--- src/rtl/isa_bus_frontend.sv ---
// ISA I/O front end for the SM2201 board: synchronises IOR#/IOW#, decodes the
// 4-port window and holds the host with IOCHRDY until the automate reports rdy.
//
// state  | meaning
// IDLE   | waiting for a strobe falling edge
// ACTIVE | board selected, IOCHRDY low, waiting for rdy or timeout
// HOLD   | IOCHRDY released, waiting for the host to raise its strobe
// IGNORE | foreign, DMA or illegal cycle; wait for both strobes high

module isa_bus_frontend #(
   parameter logic [9:0] BASE_ADDR = 10'h300,
   parameter int         TIMEOUT   = 64
) (
   input  logic       clk,
   input  logic       reset,
   input  logic [9:0] isa_sa,
   input  logic       isa_aen,
   input  logic       isa_ior_n,
   input  logic       isa_iow_n,
   input  logic       rdy,
   output logic       sel,
   output logic       w,
   output logic [1:0] a,
   output logic       iochrdy,
   output logic       cycle_err
);

   typedef enum logic [1:0] {IDLE, ACTIVE, HOLD, IGNORE} state_t;

   localparam logic [7:0] CNT_LAST = 8'(TIMEOUT - 1);

   state_t     state;
   logic       ior_m, ior_s, ior_p;
   logic       iow_m, iow_s, iow_p;
   logic [1:0] sync_vld;
   logic       armed;
   logic [7:0] cnt;

   logic       ior_fall, iow_fall, match, strobe_hi;

   // armed stays low until the synchronisers carry real pin levels and both
   // strobes have been seen high, so a strobe held low across reset is no edge
   assign ior_fall  = armed & ior_p & ~ior_s;
   assign iow_fall  = armed & iow_p & ~iow_s;
   assign match     = ~isa_aen & (isa_sa[9:2] == BASE_ADDR[9:2]);
   assign strobe_hi = w ? iow_s : ior_s;

   always_ff @(posedge clk) begin
      if (!reset) begin
         state     <= IDLE;
         ior_m     <= 1'b1;
         ior_s     <= 1'b1;
         ior_p     <= 1'b1;
         iow_m     <= 1'b1;
         iow_s     <= 1'b1;
         iow_p     <= 1'b1;
         sync_vld  <= 2'b00;
         armed     <= 1'b0;
         cnt       <= 8'd0;
         sel       <= 1'b1;
         w         <= 1'b0;
         a         <= 2'b00;
         iochrdy   <= 1'b1;
         cycle_err <= 1'b0;
      end else begin
         ior_m     <= isa_ior_n;
         ior_s     <= ior_m;
         ior_p     <= ior_s;
         iow_m     <= isa_iow_n;
         iow_s     <= iow_m;
         iow_p     <= iow_s;
         sync_vld  <= {sync_vld[0], 1'b1};
         armed     <= armed | (sync_vld[1] & ior_s & iow_s);
         cycle_err <= 1'b0;

         case (state)
            IDLE: begin
               if ((ior_fall | iow_fall) && !ior_s && !iow_s) begin
                  cycle_err <= 1'b1;
                  state     <= IGNORE;
               end else if (ior_fall | iow_fall) begin
                  if (match) begin
                     a       <= isa_sa[1:0];
                     w       <= iow_fall;
                     sel     <= 1'b0;
                     iochrdy <= 1'b0;
                     cnt     <= 8'd0;
                     state   <= ACTIVE;
                  end else begin
                     state <= IGNORE;
                  end
               end
            end
            ACTIVE: begin
               // host abort takes precedence over completion and timeout
               if (strobe_hi) begin
                  sel     <= 1'b1;
                  iochrdy <= 1'b1;
                  state   <= IDLE;
               end else if (rdy) begin
                  iochrdy <= 1'b1;
                  state   <= HOLD;
               end else if (cnt == CNT_LAST) begin
                  iochrdy   <= 1'b1;
                  cycle_err <= 1'b1;
                  state     <= HOLD;
               end else begin
                  cnt <= cnt + 8'd1;
               end
            end
            HOLD: begin
               if (strobe_hi) begin
                  sel   <= 1'b1;
                  state <= IDLE;
               end
            end
            IGNORE: begin
               if (ior_s && iow_s) state <= IDLE;
            end
            default: state <= IDLE;
         endcase
      end
   end

endmodule

--- config.mk ---
export PLATFORM = sky130hd
export DESIGN_NAME = isa_bus_frontend
export DESIGN_NICKNAME = d
export VERILOG_FILES = /design/src/rtl/isa_bus_frontend.sv
export SDC_FILE = /design/constraint.sdc
export NUM_CORES = 1
export LEC_CHECK = 0
export BUFFER_PORTS_ARGS = -buffer_cell sky130_fd_sc_hd__buf_2
export CAP_MARGIN = 15
export CORE_MARGIN = 1
export CORE_UTILIZATION = 50
export DETAILED_ROUTE_END_ITERATION = 6
export PLACE_DENSITY = 0.82
export SETUP_SLACK_MARGIN = 0.4
export SYNTH_ARGS = -nofsm -noshare
export SYNTH_HDL_FRONTEND = slang
export SYNTH_SLANG_ARGS = --single-unit
--- constraint.sdc ---
create_clock -name clk -period 4.7 [get_ports clk]
set_input_delay 0 -clock clk [delete_from_list [all_inputs] [get_ports clk]]
set_output_delay 0 -clock clk [all_outputs]
set_load 0.1 [all_outputs]
==> results.toml <==
[setup_path]
max_stage_delay_ns = 0.49
cp_slowest_cell = "nor4bb_1"
worstSetupPathType = "reg -> reg"
cp_max_fo = 10
crit_path_start_kind = "register"
arrival_ns = 2.57
critPathCaptureType = "register"
crit_chain = "ha_1, nor4bb_1, a211oi_1, buf_2, a221o_1, a21oi_1, o21a_1"
crit_required_ns = 4.98

[global_routing]
grt_max_degree = 19
grt-ovfl-total = 0
grt_pass1_wl_mm = 4.66
grt_pass1_vias = 1064
track_usage_pct = 23.5
antenna_found_initial = 0

[power]
p_sw_share_pct = 39.5
power_density_mw_per_mm2 = 377
p_leak_nw = 0.576
p_seq_share_pct = 42.9
p_sw_mw = 0.222
peakVddDrop_mv = 0.413
intPower_mw = 0.341
finalPower_mw = 0.563
pwr-share-comb_pct = 39.6
p_clk_share_pct = 17.5

[floorplanning]
die_h_microns = 52.5
num_rows = 17
dieWidth_microns = 52.5
coreArea_sq_mm = 0.00230
initial_utilization_pct = 55.4
ios = 22
die_area_sq_mm = 0.00275

[yosys]
ys.flop_type = "dfxtp_1"
synth_area_leaders = "dfxtp_1 (39%), ha_1 (6.9%), mux2i_1 (3.9%)"
synth_most_common_cell = "dfxtp_1"
synth_warnings = 0
synth-edff-count = 0
synth_cell_type_count = 37
synth_common_cells = "dfxtp_1 (25), nand2_1 (12), nor2_1 (11)"
synth_top_area_share_pct = 39.3
netlist_area_sq_mm = 0.00127
async_flop_share_pct = 0
ys_seq_area_share_pct = 39.3
synth.avg_cell_area_sq_um = 9.03
synth_area_leader_cell = "dfxtp_1"
ys_ff_latch = 25
synth_fp_nets = 164
postSynthCellCount = 141

[drt]
ant_nets = 0
drt_iter0_drc = 40
vias = 1157
drc_errors = 0
vias_per_cell = 5.87
routed_wl_mm = 2.76
firstDrtPassIters = 4
post_drt_wl_per_cell_microns = 14.0

[sta]
finalSetupViolations = 0
post-route-min-period_ns = 2.28
grt_setup_unrepaired = "no"
drv_slew = 0
layout_setup_ws_ns = 2.42
whs_ns = 0.0551
setup_tns_ns = 0
hold_viol = 0
fin_crit_sh_pct = 48.6
worst_pin_slew_ns = 0.678
fin_skew_ns = 0.00551
maxSlewHeadroom_pct = 54.3
max_freq_mhz = 438

[clock_tree]
ctsResizeCount = 0
clk-insertion-delay-late_ns = 0.33
clock-sinks = 25
cts.clk_slew.worst_paths_ns = 0.14
htreeDepth = 1
tritoncts = "built"
clockRootBuffer = "clkbuf_4"
clock_path_buffers = 2
cts_buffers = 3

[placed_design]
place.gp.congestion = 0.869
hpwlAfterDp_mm = 1.93
placed_cells = 186
post-place-ws_ns = 2.13
io_buffers = 21

[outcome]
outcome = "completed"

[run]
maxCapViolCount = 0

[cells_and_area]
drive_gt1_share_pct = 18.3
area_delta_synth_final_pct = 17.3
nets = 193
finalNonFillerCells = 197
num_antenna_cells = 0
fill_cells = 196

[min_path]
min_path_type = "in -> reg"
cells by family after synthesis:
logic type,synth area share (%)
multiplexers,4.81
adder cells (fa/ha/maj),6.88
buffers and inverters,3.24
AO/OA/AOI/OAI,18.0
flip-flops,39.3
AND/OR/NAND/NOR,27.8
timing repair:
item	CTS	global route
endpoints found under the hold margin	9	0
setup buffers	0	0
hold buffers	6	0
through the flow:
stage / utilization, % / area [sq um]
after floorplan: - / 1270
after global placement: 60.9 / 1400
after detailed placement: 60.9 / 1400
after CTS: 64.8 / 1490
after global routing: 65.0 / 1490
final: 65.0 / 1490
area by class of cell:
| type | instances | area (sq um) | share of cell area, % |
|---|---|---|---|
| multi-input combinational | 105 | 732 | 49.0 |
| sequential | 25 | 500 | 33.5 |
| timing repair buffer | 28 | 170 | 11.4 |
| tap | 28 | 35.0 | 2.35 |
| inverter | 7 | 26.3 | 1.76 |
| clock buffer | 3 | 22.5 | 1.51 |
| clock inverter | 1 | 7.51 | 0.503 |
critical path: cells and delay by family (launching register included):
| kind | cells | cell delay (ns) |
|---|---|---|
| AND/OR/NAND/NOR | 1 | 0.49 |
| buffers and inverters | 1 | 0.22 |
| AO/OA/AOI/OAI | 4 | 0.82 |
| flip-flops | 1 | 0.44 |
| adder cells (fa/ha/maj) | 1 | 0.27 |
power by group through the flow:
| stage | clock (mW) | sequential [mW] | combinational [mW] |
|---|---|---|---|
| after floorplan | 0 | 0.274 | 0.140 |
| final | 0.0984 | 0.242 | 0.223 |
| after detailed placement | 0 | 0.247 | 0.218 |
| after global routing | 0.110 | 0.245 | 0.247 |
| after global placement | 0 | 0.246 | 0.211 |
| after CTS | 0.102 | 0.242 | 0.222 |
cells in the final DEF (no fill, tap or decap), types with 2 or more instances in the layout:
cell type and instances:
nor3_1 4, nor2b_1 3, or4b_1 3, dlygate4sd3_1 6, inv_1 7, ha_1 7, nor3b_1 2, a32oi_1 2
mux2i_1 5, a21oi_1 7, nand3_1 9, nor2_1 11, a31oi_1 4, nand2_1 12, o21ai_0 4, nand4_1 3
nand2b_1 8, o32ai_1 2, buf_2 22, and3_1 2, clkbuf_4 3, dfxtp_1 25
state kept, by name (all words and copies together), names as in the netlist, 2 cells and up:
signal / count
cnt: 8
sync_vld: 2
a: 2
state: 2
layer usage:
metal	vias to the layer above	routed length [microns]	GRT usage [%]
met4	0	32	8.33
met1	540	1210	26.8
met5	-	0	0
met3	4	123	5.51
met2	39	1390	42.0
li1	574	-	-
path summary, 6_finish.rpt:
| check | slack, ns | endpoint | start | cells past startpoint |
|---|---|---|---|---|
| setup reg to reg | 2.42 | state[1] | cnt[0] | 7 |
| hold / removal | 0.06 | state[1] | isa_sa[4] | 4 |
| setup / recovery | 2.42 | state[1] | cnt[0] | 7 |
| hold reg to reg | 0.42 | ior_s | ior_m | 1 |
No activity file was read; power rests on OpenSTA's default activity.
